==> config.mk <==
export PLATFORM = sky130hd
export DESIGN_NAME = block_scheduler
export DESIGN_NICKNAME = d
export VERILOG_FILES = /design/src/rtl/game_pkg.sv /design/src/rtl/edge_detect.sv /design/src/rtl/block_scheduler.sv
export SDC_FILE = /design/constraint.sdc
export NUM_CORES = 1
export LEC_CHECK = 0
export BUFFER_PORTS_ARGS = -buffer_cell sky130_fd_sc_hd__buf_2
export CORE_UTILIZATION = 61
export CTS_CLUSTER_SIZE = 10
export DETAILED_ROUTE_END_ITERATION = 16
export PLACE_DENSITY = 0.81
export SYNTH_ARGS = -nofsm -noshare
export SYNTH_HDL_FRONTEND = slang
export SYNTH_SLANG_ARGS = --single-unit
==> constraint.sdc <==
create_clock -name Clk -period 4.1 [get_ports Clk]
set_input_delay 0.205 -clock Clk [delete_from_list [all_inputs] [get_ports Clk]]
set_output_delay 0.205 -clock Clk [all_outputs]
set_load 0.01 [all_outputs]
==> src/rtl/game_pkg.sv <==
// Shared types and constants for the falling-block game blocks.
package game_pkg;

  localparam int unsigned NUM_BLOCKS     = 10;
  localparam int unsigned FRAMES_PER_SEC = 60;

  typedef enum logic [2:0] {
    IDLE       = 3'd0,
    SPAWN      = 3'd1,
    DRAIN      = 3'd2,
    LEVEL_DONE = 3'd3,
    GAME_OVER  = 3'd4,
    WIN        = 3'd5
  } sched_state_t;

endpackage

==> src/rtl/edge_detect.sv <==
// Remembers last cycle's value of a level signal and flags a rising or falling
// transition in the current cycle.
module edge_detect #(
  parameter logic RESET_VAL = 1'b1,
  parameter logic FALLING   = 1'b0
) (
  input  logic i_clk,
  input  logic i_rst,
  input  logic i_sig,
  output logic o_edge_c
);

  logic r_prev;

  always_ff @(posedge i_clk or posedge i_rst) begin
    if (i_rst) r_prev <= RESET_VAL;
    else       r_prev <= i_sig;
  end

  assign o_edge_c = FALLING ? (~i_sig & r_prev) : (i_sig & ~r_prev);

endmodule

==> src/rtl/block_scheduler.sv <==
// Frame-synchronous sequencer: releases blocks per level, retires them on end_level,
// stops the round on collision and keeps the elapsed-seconds count.
module block_scheduler #(
  parameter int unsigned NUM_BLOCKS     = game_pkg::NUM_BLOCKS,
  parameter int unsigned SPAWN_GAP      = 45,
  parameter int unsigned FRAMES_PER_SEC = game_pkg::FRAMES_PER_SEC,
  parameter int unsigned SEC_MAX        = 999
) (
  input  logic                  Clk,
  input  logic                  Reset,
  input  logic                  vs,
  input  logic                  Run,
  input  logic [1:0]            Collision,
  input  logic [NUM_BLOCKS-1:0] end_level,
  output logic [NUM_BLOCKS-1:0] block_ready,
  output logic                  level_one,
  output logic                  level_two,
  output logic [9:0]            seconds,
  output logic                  game_over,
  output logic                  win
);

  import game_pkg::*;

  localparam int unsigned IDX_W = $clog2(NUM_BLOCKS + 1);
  localparam int unsigned GAP_W = $clog2(SPAWN_GAP + 1);
  localparam int unsigned FRM_W = $clog2(FRAMES_PER_SEC + 1);
  localparam int unsigned SEC_W = 10;
  localparam logic [GAP_W-1:0] GAP_L1 = GAP_W'(SPAWN_GAP);
  localparam logic [GAP_W-1:0] GAP_L2 = GAP_W'(SPAWN_GAP / 2);

  sched_state_t          r_state, w_state_nxt;
  logic [NUM_BLOCKS-1:0] r_block_ready, w_ready_nxt, w_release;
  logic [IDX_W-1:0]      r_next_idx, w_idx_nxt;
  logic [GAP_W-1:0]      r_gap, w_gap_nxt;
  logic [FRM_W-1:0]      r_frame, w_frame_nxt;
  logic [SEC_W-1:0]      r_seconds, w_sec_nxt;
  logic                  r_level2, w_level2_nxt;
  logic                  r_level_one, r_level_two, r_game_over, r_win;
  logic                  w_tick, w_run_edge, w_in_play, w_in_round_nxt;

  // vs history resets high so the first falling edge after reset counts as a tick.
  edge_detect #(.RESET_VAL(1'b1), .FALLING(1'b1)) u_vs_edge (
    .i_clk(Clk), .i_rst(Reset), .i_sig(vs), .o_edge_c(w_tick)
  );

  // Run history resets high so Run held through reset cannot start a round.
  edge_detect #(.RESET_VAL(1'b1), .FALLING(1'b0)) u_run_edge (
    .i_clk(Clk), .i_rst(Reset), .i_sig(Run), .o_edge_c(w_run_edge)
  );

  assign w_in_play      = (r_state == SPAWN) || (r_state == DRAIN);
  assign w_release      = NUM_BLOCKS'(1) << r_next_idx;
  assign w_in_round_nxt = (w_state_nxt == SPAWN) || (w_state_nxt == DRAIN) ||
                          (w_state_nxt == LEVEL_DONE);

  always_comb begin
    w_state_nxt  = r_state;
    w_ready_nxt  = r_block_ready;
    w_idx_nxt    = r_next_idx;
    w_gap_nxt    = r_gap;
    w_frame_nxt  = r_frame;
    w_sec_nxt    = r_seconds;
    w_level2_nxt = r_level2;

    if (w_in_play && w_tick) begin
      if (r_frame == FRM_W'(FRAMES_PER_SEC - 1)) begin
        w_frame_nxt = '0;
        if (r_seconds != SEC_W'(SEC_MAX)) w_sec_nxt = r_seconds + SEC_W'(1);
      end else begin
        w_frame_nxt = r_frame + FRM_W'(1);
      end
    end

    case (r_state)
      IDLE: begin
        w_ready_nxt  = '0;
        w_level2_nxt = 1'b0;
        w_frame_nxt  = '0;
        w_sec_nxt    = '0;
        if (w_run_edge) begin
          w_state_nxt = SPAWN;
          w_idx_nxt   = '0;
          w_gap_nxt   = GAP_W'(1);
        end
      end
      SPAWN: begin
        w_ready_nxt = r_block_ready & ~end_level;
        if (w_tick) begin
          if (r_gap <= GAP_W'(1)) begin
            w_ready_nxt = w_ready_nxt | w_release;
            w_idx_nxt   = r_next_idx + IDX_W'(1);
            w_gap_nxt   = r_level2 ? GAP_L2 : GAP_L1;
            if (r_next_idx == IDX_W'(NUM_BLOCKS - 1)) w_state_nxt = DRAIN;
          end else begin
            w_gap_nxt = r_gap - GAP_W'(1);
          end
        end
      end
      DRAIN: begin
        w_ready_nxt = r_block_ready & ~end_level;
        if (r_block_ready == '0) w_state_nxt = r_level2 ? WIN : LEVEL_DONE;
      end
      LEVEL_DONE: begin
        if (w_run_edge) begin
          w_state_nxt  = SPAWN;
          w_level2_nxt = 1'b1;
          w_idx_nxt    = '0;
          w_gap_nxt    = GAP_W'(1);
        end
      end
      GAME_OVER, WIN: begin
        if (w_run_edge) begin
          w_state_nxt  = IDLE;
          w_level2_nxt = 1'b0;
          w_frame_nxt  = '0;
          w_sec_nxt    = '0;
        end
      end
      default: w_state_nxt = IDLE;
    endcase

    // Collision overrides any release or retirement decided this cycle.
    if (w_in_play && (Collision != 2'b00)) begin
      w_state_nxt = GAME_OVER;
      w_ready_nxt = '0;
    end
  end

  always_ff @(posedge Clk or posedge Reset) begin
    if (Reset) begin
      r_state       <= IDLE;
      r_block_ready <= '0;
      r_next_idx    <= '0;
      r_gap         <= '0;
      r_frame       <= '0;
      r_seconds     <= '0;
      r_level2      <= 1'b0;
      r_level_one   <= 1'b0;
      r_level_two   <= 1'b0;
      r_game_over   <= 1'b0;
      r_win         <= 1'b0;
    end else begin
      r_state       <= w_state_nxt;
      r_block_ready <= w_ready_nxt;
      r_next_idx    <= w_idx_nxt;
      r_gap         <= w_gap_nxt;
      r_frame       <= w_frame_nxt;
      r_seconds     <= w_sec_nxt;
      r_level2      <= w_level2_nxt;
      r_level_one   <= w_in_round_nxt & ~w_level2_nxt;
      r_level_two   <= w_in_round_nxt & w_level2_nxt;
      r_game_over   <= (w_state_nxt == GAME_OVER);
      r_win         <= (w_state_nxt == WIN);
    end
  end

  assign block_ready = r_block_ready;
  assign level_one   = r_level_one;
  assign level_two   = r_level_two;
  assign seconds     = r_seconds;
  assign game_over   = r_game_over;
  assign win         = r_win;

endmodule

==> reports/qor.txt, run 1 <==
CTS buffer count -> 5
Hold Slack -> 0.0214 ns
latest clock arrival within the worst-skew pair -> 0.31 ns
critical path startpoint category -> flop
CTS tree -> built
post-route ant nets -> 0
Design Area, Final -> 0.00295 sq mm
worst-margin pin slew -> 0.993 ns
status -> completed
post-route minimum period -> 2.66 ns
ant diodes -> 0
largest net degree at the start of global routing -> 47
die height -> 67.3 um
initial antenna violation count -> 0
clk buf depth -> 2
Rows -> 23
Vias/cell -> 6.18
DR iter-0 viols -> 214
Die Wd -> 67.3 um
router iterations before antenna repair -> 4
Fin. Hold Viols -> 0
Power Density -> 488 mW/mm^2
Filler cells -> 345
Primary FF master, synth -> dfrtp_1
commonest non-fill, non-tap cell in the layout -> dfrtp_1
Tot Pwr -> 1.44 mW
Post-Syn Instances -> 271
IO Pins -> 40
Setup-failing EPs final -> 0
fin. max-slew vios -> 0
Post-synth EDFFs -> 0
Placeable Area -> 0.00406 sq mm
mean routed wirelength per cell -> 15.3 um
Seq cells post-synth -> 46
Hold/Removal Path Class -> input pin to flop
H-tree depth -> 2
Vias -> 2236
first-pass GRT wire length -> 8960 um
I/O Buffers -> 39
Crit path required time -> 4.30 ns
Leak -> 1.33 nW
setup TNS -> 0 ns
Crit Path Max Fanout -> 22
sequential-to-total area share from yosys stat -> 44.4%
Post-DP HPWL -> 3900 um
Critical Path AT -> 2.86 ns
Max Clk Rate -> 376 MHz
RSZ-0062 raised after global routing -> false
placed cell areas -> 0.00284 sq mm
Initial Util -> 64.0%
Final Skew -> 0.00278 ns
post-CTS setup buffers -> 0
cts-stage hold buffer count -> 0
Sink Count -> 46
Max Cap Violations -> 0
# placed instances -> 354
Die Footprint -> 0.00452 sq mm
Nets -> 337
async set-reset flop share out of synthesis -> 100%
VDD IR max -> 0.389 mV
CTS clk-pin slew, worst paths -> 0.09 ns
Post-CTS Resized -> 0
drt drc -> 0
multi-input logic area -> 0.00136 sq mm
Critical Path End Type -> flop
syn avg cell area -> 9.58 sq um
Synthesized Nets -> 297
gp weighted congestion -> 0.805
most frequent cells in the layout -> dfrtp_1, buf_2, nand2_1
fraction of layout cells with a size suffix above 1 -> 18.9%
Slew headroom -> 33.2%
vias in the first global route -> 1917
CTS root buffer -> clkbuf_8
critical path class -> flop to flop
Final period util -> 64.8%
YS warnings -> 0
mapped cell area -> 0.00260 sq mm
count of cell types in the netlist -> 58
Layout Area Growth over Synthesis -> 13.6%
all-layer global routing usage -> 26.5%
Seq. cell area -> 0.00115 sq mm
total grt overflow -> 0
final cell count without fillers -> 362
final WL -> 5550 um
## registers in the layout (all words and copies together) (netlist names)
register and cells:
r_level2 1, r_frame 6, r_next_idx 4, u_run_edge.r_prev 1
game_over 1, r_gap 6, block_ready 10, u_vs_edge.r_prev 1
level_one 1, level_two 1, r_state 3, win 1
seconds 10
## layout make-up
type	instances	share of cell area [%]
flip-flops and latches	46	39.1
clock inverters	3	1.53
clock buffers	5	2.33
well taps	50	2.12
multi-input cells	202	45.9
repair buffers	41	7.12
inverters	15	1.91
## critical path, stage by stage (launching register included)
cell and delay, ns:
dfrtp_1 0.65, nor4bb_1 0.85, nand3_1 0.32, or4_1 0.59
mux2i_1 0.13
## through the flow
stage               setup WS [ns]  util (%)
floorplan                    2.01         -
global placement             1.66      69.9
detailed placement           1.49      69.9
CTS                          1.47      72.7
global route                 1.32      72.7
finish                       1.44      72.7
## power breakdown
part,switching [mW],total [mW],internal (mW)
Sequential,0.0874,0.594,0.507
Clock,0.166,0.348,0.181
Combinational,0.311,0.499,0.188
Total,0.565,1.44,0.877
## synthesized netlist by cell type, types with 3 or more instances
cell type,instances,area [sq um]
inv_1,15,56.3
o2bb2ai_1,5,43.8
nor3b_1,3,22.5
dfrtp_1,44,1100
or4_1,3,22.5
ha_1,10,125
nand2_1,21,78.8
nand3_1,5,25.0
a32o_1,6,60.1
nor2_1,10,37.5
or3_1,11,68.8
a21oi_1,18,90.1
o21a_1,4,30.0
a31oi_1,4,25.0
and3_1,4,25.0
o211ai_1,3,22.5
o21ai_0,20,100
nand2b_1,5,31.3
clkbuf_1,5,18.8
nor3_1,13,65.1
nor4_1,5,31.3
o22ai_1,3,18.8
mux2i_1,4,40.0
nand3b_1,3,22.5
nor2b_1,3,18.8
## worst paths after layout
kind,start,endpoint,slack (ns),depth (start not counted)
min reg2reg,block_ready[6],block_ready[6],0.53,1
min in group asynchronous,Reset,seconds[9],0.03,3
max in group asynchronous,Reset,u_vs_edge.r_prev,3.69,3
max,r_state[2],seconds[7],1.44,4
min,Run,u_run_edge.r_prev,0.02,1
max reg2reg,r_state[2],seconds[7],1.44,4
## cells by family after synthesis
logic type	after synthesis	synth area share (%)
XOR/XNOR	3	1.01
AND/OR/NAND/NOR	103	23.7
AO/OA/AOI/OAI	81	20.7
buffers and inverters	23	3.42
multiplexers	5	1.97
adder cells (fa/ha/maj)	10	4.82
flip-flops	46	44.4
## routing by layer
metal,part of all wire (%),GRT usage [%]
met1,50,39.2
met2,44,37.8
met3,4.5,5.57
met4,1.4,9.57
met5,0,0
No activity file was read; power rests on OpenSTA's default activity.
==> inputs of run 2 (changes only) <==
- ABC_AREA: not set -> 1
- CORE_UTILIZATION: 61 -> 51
- PLACE_DENSITY: 0.81 -> 0.72
- clock period: 4.1 -> 2.4 ns (I/O delays scaled with it)
==> run 2 against run 1 <==
Effect of this change: critical path depth up 9; global-route usage down 4.6 points; area after synthesis up 1.2%; clock power up 65%; sequential power up 66%; highest routed layer unchanged; non-clock buffer count unchanged; core utilization down 10 points; routed wire length down 0.68%.
==> reports/qor.txt, run 2 <==
Rows -> 25 (+8.7%)
largest family of logic cells by synthesized area -> simple AND/OR/NAND/NOR gates
Die Wd -> 73.8 um (+9.7%)
fraction of layout cells with a size suffix above 1 -> 22.1% (+3.2 points)
ant diodes -> 0 (unchanged)
CTS root buffer -> clkbuf_8
post-synthesis compound-gate area fraction -> 12.7% (-8.0 points)
most frequent cells in the layout -> nand2_1, inv_1, dfrtp_1
Nets -> 410 (+22%)
Commonest cells post-synth -> nand2_1, inv_1, dfrtp_1
YS warnings -> 0 (unchanged)
first-pass GRT wire length -> 9120 um (+1.8%)
clk buf depth -> 2 (unchanged)
mux share of post-synthesis cell area -> 0% (-2.0 points)
post-route minimum period -> 1.87 ns (-0.782 ns)
Crit path required time -> 2.60 ns (-1.70 ns)
CP bufs+invs -> 2 (+2)
most common cell in the synthesized netlist -> nand2_1
initial antenna violation count -> 0 (unchanged)
Fin. Hold Viols -> 0 (unchanged)
H-tree depth -> 2 (unchanged)
Placeable Area -> 0.00485 sq mm (+19%)
Slew headroom -> 36.7% (+3.5 points)
CP cell instances -> inv_1, ha_1, inv_1, nand2_1, nand3_2, nor2_2, nand2_1, nand2_1, nand2_1, nand2_1, nand2_1, nand2_1, nor2_1
Max Clk Rate -> 534 MHz (+42%)
fin. max-slew vios -> 0 (unchanged)
Synth top area share -> 41.9% (-0.50 points)
Filler cells -> 421 (+22%)
Initial Util -> 54.2% (-9.8 points)
critical path class -> flop to flop
Hold/Removal Path Class -> input pin to asynchronous set/reset pin
Seq cells post-synth -> 46 (unchanged)
Synthesized Nets -> 364 (+23%)
Setup-failing EPs final -> 0 (unchanged)
fin util -> 62.4% (-10 points)
Post-Synth Simple-Gate Area -> 29.8% (+6.1 points)
setup TNS -> 0 ns (unchanged)
CTS buffer count -> 5 (unchanged)
Tot Pwr -> 2.54 mW (+76%)
Post-CTS Resized -> 0 (unchanged)
CP max stage delay -> 0.41 ns (-0.44 ns)
post-synthesis xor/xnor area fraction -> 0.666% (-0.35 points)
Post-DP HPWL -> 4060 um (+4.0%)
sequential-to-total area share from yosys stat -> 43.9% (-0.53 points)
Post-synth EDFFs -> 0 (unchanged)
IO Pins -> 40 (unchanged)
Final period util -> 78.1% (+13 points)
Die Footprint -> 0.00545 sq mm (+20%)
count of cell types in the netlist -> 33 (-43%)
vias in the first global route -> 2143 (+12%)
final WL -> 5510 um (-0.68%)
syn avg cell area -> 7.78 sq um (-19%)
Design Area, Final -> 0.00303 sq mm (+2.5%)
Final Skew -> 0.00689 ns (+0.00410 ns)
latest clock arrival within the worst-skew pair -> 0.30 ns (about the same)
post-route ant nets -> 0 (unchanged)
RSZ-0062 raised after global routing -> false
CTS tree -> built
Crit Path Max Fanout -> 9 (-59%)
CTS clk-pin slew, worst paths -> 0.09 ns (about the same)
VDD IR max -> 0.489 mV (+26%)
mean routed wirelength per cell -> 12.2 um (-20%)
Yosys top cell by area -> dfrtp_1
Layout Area Growth over Synthesis -> 15.1%
Power Density -> 839 mW/mm^2 (+72%)
status -> completed
CP delay by family, top -> simple AND/OR/NAND/NOR gates
Vias -> 2244 (+0.36%)
async set-reset flop share out of synthesis -> 100% (unchanged)
total grt overflow -> 0 (unchanged)
Sink Count -> 46 (unchanged)
die height -> 73.8 um (+9.7%)
post-CTS setup buffers -> 0 (unchanged)
all-layer global routing usage -> 21.9% (-4.6 points)
Post-Syn Instances -> 338 (+25%)
I/O Buffers -> 39 (unchanged)
top post-synthesis cells by area -> dfrtp_1, nand2_1, inv_1
adder-cell share of the synthesized area -> 4.76% (-0.057 points)
router iterations before antenna repair -> 4 (unchanged)
drt drc -> 0 (unchanged)
Crit-path slowest cell -> dfrtp_1
most used cell, CP -> nand2_1
Max Cap Violations -> 0 (unchanged)
placed cell areas -> 0.00290 sq mm (+2.1%)
critical path startpoint category -> flop
mapped cell area -> 0.00263 sq mm (+1.2%)
Primary FF master, synth -> dfrtp_1
DR iter-0 viols -> 121 (-43%)
commonest non-fill, non-tap cell in the layout -> nand2_1
cts-stage hold buffer count -> 2 (+2)
gp weighted congestion -> 0.934 (+16%)
Vias/cell -> 4.96 (-20%)
largest net degree at the start of global routing -> 47 (unchanged)
worst-margin pin slew -> 0.948 ns (-0.0445 ns)
Critical Path End Type -> flop
Leak -> 1.52 nW (+15%)
Critical Path AT -> 2.07 ns (-0.79 ns)
==> run 2: cell types whose count changed after synthesis, moves of 6 or more <==
cell,delta
inv_1,+30
inv_2,+7
nand2_1,+54
nand3_1,+12
nand3_2,+6
nor2_1,+25
nor2_2,+6
nor3_1,-6
o21ai_0,+9
o21ai_1,+9
or3_1,-11
==> run 2: path summary, 6_finish.rpt <==
path	cells after the start	end	slack, ns	from
min reg2reg	2	block_ready[1]	0.52	block_ready[1]
max	13	level_two	0.53	r_gap[0]
min in group Clk	4	block_ready[0]	0.11	end_level[0]
min	2	r_gap[1]	0.02	Reset
max in group asynchronous	2	block_ready[0]	1.78	Reset
max reg2reg	13	level_two	0.53	r_gap[0]
==> run 2: final cells by class <==
type	count	area, sq um	share of cell area, %
flip-flops and latches	46	1150	38.1
clock buffers	5	68.8	2.27
clock inverters	3	40.0	1.32
well taps	67	83.8	2.77
inverters	53	204	6.74
repair buffers	41	215	7.11
multi-input cells	237	1260	41.6
==> run 2: power by group <==
group          internal, mW  total (mW)  leakage (nW)  switching, mW
Clock                 0.307       0.573        0.0579          0.266
Sequential            0.882       0.985         0.619          0.103
Combinational         0.303       0.982         0.847          0.679
==> run 2: stage by stage <==
stage | hold slack (ns) | instances | setup slack [ns]
after CTS | 0.0629 | 452 | 0.547
after global placement | 0.235 | 442 | 0.586
after floorplan | 0.124 | 338 | 0.885
final | 0.0229 | 452 | 0.526
after global routing | 0.118 | 452 | 0.329
after detailed placement | 0.240 | 442 | 0.562
==> run 2: per-layer routing <==
metal | part of all wire [%] | wire (um) | global-route usage (%)
met1 | 51 | 2800 | 27.9
met2 | 46 | 2520 | 37.6
met5 | 0 | 0 | 0
met3 | 2.8 | 157 | 4.25
met4 | 0.53 | 29 | 6.20
==> run 2: cells by family (layout without fill, tap and decap cells) <==
family                     after synthesis  after routing
buffers and inverters                   55            102
adders and majority gates               10             10
xor gates and xnor gates                 2              2
and+or+nand+nor                        164            164
DFF                                     46             46
AOI/OAI and AO/OA                       61             61
==> run 2: worst reg2reg max path: stages, from the launching register on <==
cell and delay, ns:
dfrtp_1 0.41, inv_1 0.13, ha_1 0.16, inv_1 0.08
nand2_1 0.08, nand3_2 0.18, nor2_2 0.18, nand2_1 0.07
nand2_1 0.06, nand2_1 0.06, nand2_1 0.13, nand2_1 0.08
nand2_1 0.11, nor2_1 0.05
==> inputs of run 3 (changes only) <==
- CORE_UTILIZATION: 51 -> 57
- PLACE_DENSITY: 0.72 -> 0.76
- clock period: 2.4 -> 1.9 ns (I/O delays scaled with it)
==> run 3 against run 2 <==
Effect of this change: worst hold slack better by 0.063 ns; critical path depth down 4; cell count down 2.4%; largest cell class unchanged; largest power group is now combinational cells.
==> reports/qor.txt, run 3 (synthesis gave the netlist of run 2 again) <==
status -> completed
RSZ-0062 raised after global routing -> false
Crit Path Max Fanout -> 6 (-3)
worst-margin pin slew -> 0.569 ns (-0.380 ns)
total grt overflow -> 0 (unchanged)
final cell count without fillers -> 441 (-2.4%)
Setup-failing EPs final -> 0 (unchanged)
Slew headroom -> 62.0% (+25 points)
CTS tree -> built
die height -> 69.9 um (-5.3%)
Rows -> 24 (-4.0%)
Critical Path End Type -> flop
Post-DP HPWL -> 4130 um (+1.9%)
hold path cells -> 4
Max Cap Violations -> 0 (unchanged)
Hold/Removal Path Class -> input pin to flop
most frequent cells in the layout -> nand2_1, dfrtp_1, inv_1
Tot Pwr -> 3.27 mW (+29%)
Sink Count -> 46 (unchanged)
latest clock arrival within the worst-skew pair -> 0.30 ns (about the same)
post-route minimum period -> 1.71 ns (-0.165 ns)
fin. max-slew vios -> 0 (unchanged)
Initial Util -> 60.0% (+5.7 points)
fin util -> 69.9% (+7.5 points)
largest net degree at the start of global routing -> 27 (-43%)
critical path class -> flop to flop
VDD IR max -> 0.764 mV (+56%)
Die Footprint -> 0.00489 sq mm (-10%)
Max Clk Rate -> 585 MHz (+9.7%)
critical path startpoint category -> flop
Crit-path slowest cell -> dfstp_2
Nets -> 414 (+0.98%)
CTS root buffer -> clkbuf_8
Leak -> 1.55 nW (+1.5%)
Die Wd -> 69.9 um (-5.3%)
setup TNS -> 0 ns (unchanged)
depth of the most critical reg-to-reg path -> 9 (-4)
first-pass GRT wire length -> 9480 um (+3.9%)
Vias/cell -> 5.26 (+6.0%)
CTS buffer count -> 5 (unchanged)
H-tree depth -> 2 (unchanged)
I/O Buffers -> 39 (unchanged)
mean routed wirelength per cell -> 12.5 um (+2.3%)
CTS clk-pin slew, worst paths -> 0.09 ns (about the same)
clk buf depth -> 2 (unchanged)
DP Worst Slack -> 0.196 ns (-0.366 ns)
Critical Path AT -> 1.88 ns (-0.19 ns)
Final WS setup -> 0.191 ns (-0.335 ns)
DR iter-0 viols -> 162 (+34%)
initial antenna violation count -> 0 (unchanged)
most used cell, CP -> inv_1
Power Density -> 1070 mW/mm^2 (+27%)
Vias -> 2320 (+3.4%)
CP cell instances -> inv_1, nor2_2, inv_1, nor2_4, inv_1, nand2_2, inv_1, a21oi_1, o21ai_0
Final Skew -> 0.00896 ns (+0.00207 ns)
Hold Slack -> 0.0859 ns (+0.0629 ns)
commonest non-fill, non-tap cell in the layout -> nand2_1
Layout Area Growth over Synthesis -> 16.5%
post-route ant nets -> 0 (unchanged)
drt drc -> 0 (unchanged)
vias in the first global route -> 2182 (+1.8%)
Design Area, Final -> 0.00306 sq mm (+1.2%)
final WL -> 5500 um (-0.16%)
all-layer global routing usage -> 24.2% (+2.3 points)
fraction of layout cells with a size suffix above 1 -> 22.9% (+0.80 points)
IO Pins -> 40 (unchanged)
gp weighted congestion -> 0.893 (-4.4%)
Crit path required time -> 2.08 ns (-0.52 ns)
CP max stage delay -> 0.53 ns (+0.12 ns)
ant diodes -> 0 (unchanged)
placed cell areas -> 0.00291 sq mm (+0.56%)
Final period util -> 90.0% (+12 points)
router iterations before antenna repair -> 4 (unchanged)
# placed instances -> 430 (-2.7%)
Fin. Hold Viols -> 0 (unchanged)
Placeable Area -> 0.00438 sq mm (-9.6%)
## run 3: path summary, 6_finish.rpt
check	slack, ns	endpoint	start
hold / removal	0.09	block_ready[4]	end_level[4]
setup reg to reg	0.19	r_gap[2]	u_vs_edge.r_prev
min in group asynchronous	0.40	r_frame[3]	Reset
hold reg to reg	0.52	block_ready[6]	block_ready[6]
setup / recovery	0.19	r_gap[2]	u_vs_edge.r_prev
max in group asynchronous	0.92	u_run_edge.r_prev	Reset
## run 3: worst max-delay path: cells and delay by family (launching register included)
kind / cells / cell delay [ns]
DFF: 1 / 0.53
and+or+nand+nor: 3 / 0.51
AOI/OAI and AO/OA: 2 / 0.20
buffers and inverters: 4 / 0.36
## run 3: final cells by class
| class | instances | area (sq um) |
|---|---|---|
| Clock buffer | 5 | 68.8 |
| Clock inverter | 3 | 43.8 |
| Fill cell | 382 | 1320 |
| Inverter | 53 | 204 |
| Multi-Input combinational cell | 237 | 1270 |
| Timing Repair Buffer | 45 | 260 |
| Tap cell | 52 | 65.1 |
| Sequential cell | 46 | 1150 |
## run 3: power breakdown
part           switching [mW]  leakage [nW]  internal [mW]
Clock                   0.337        0.0585          0.394
Sequential              0.135         0.619           1.11
Combinational           0.866         0.870          0.426
Total                    1.34          1.55           1.93
## run 3: per-layer routing
layer	routed length [um]	part of all wire (%)	vias to the layer above	global-route usage, %
li1	-	-	1189	-
met1	2630	48	1078	33.7
met2	2630	48	51	40.2
met3	220	4.0	2	3.17
met4	22	0.40	0	6.00
met5	0	0	-	0
## run 3: what timing repair did
action                                 4_1_cts  5_1_grt
hold buffers                                 3        0
setup endpoints to repair                    0        3
gates resized for setup                      0        2
setup buffers                                0        0
endpoints found under the hold margin       27        0
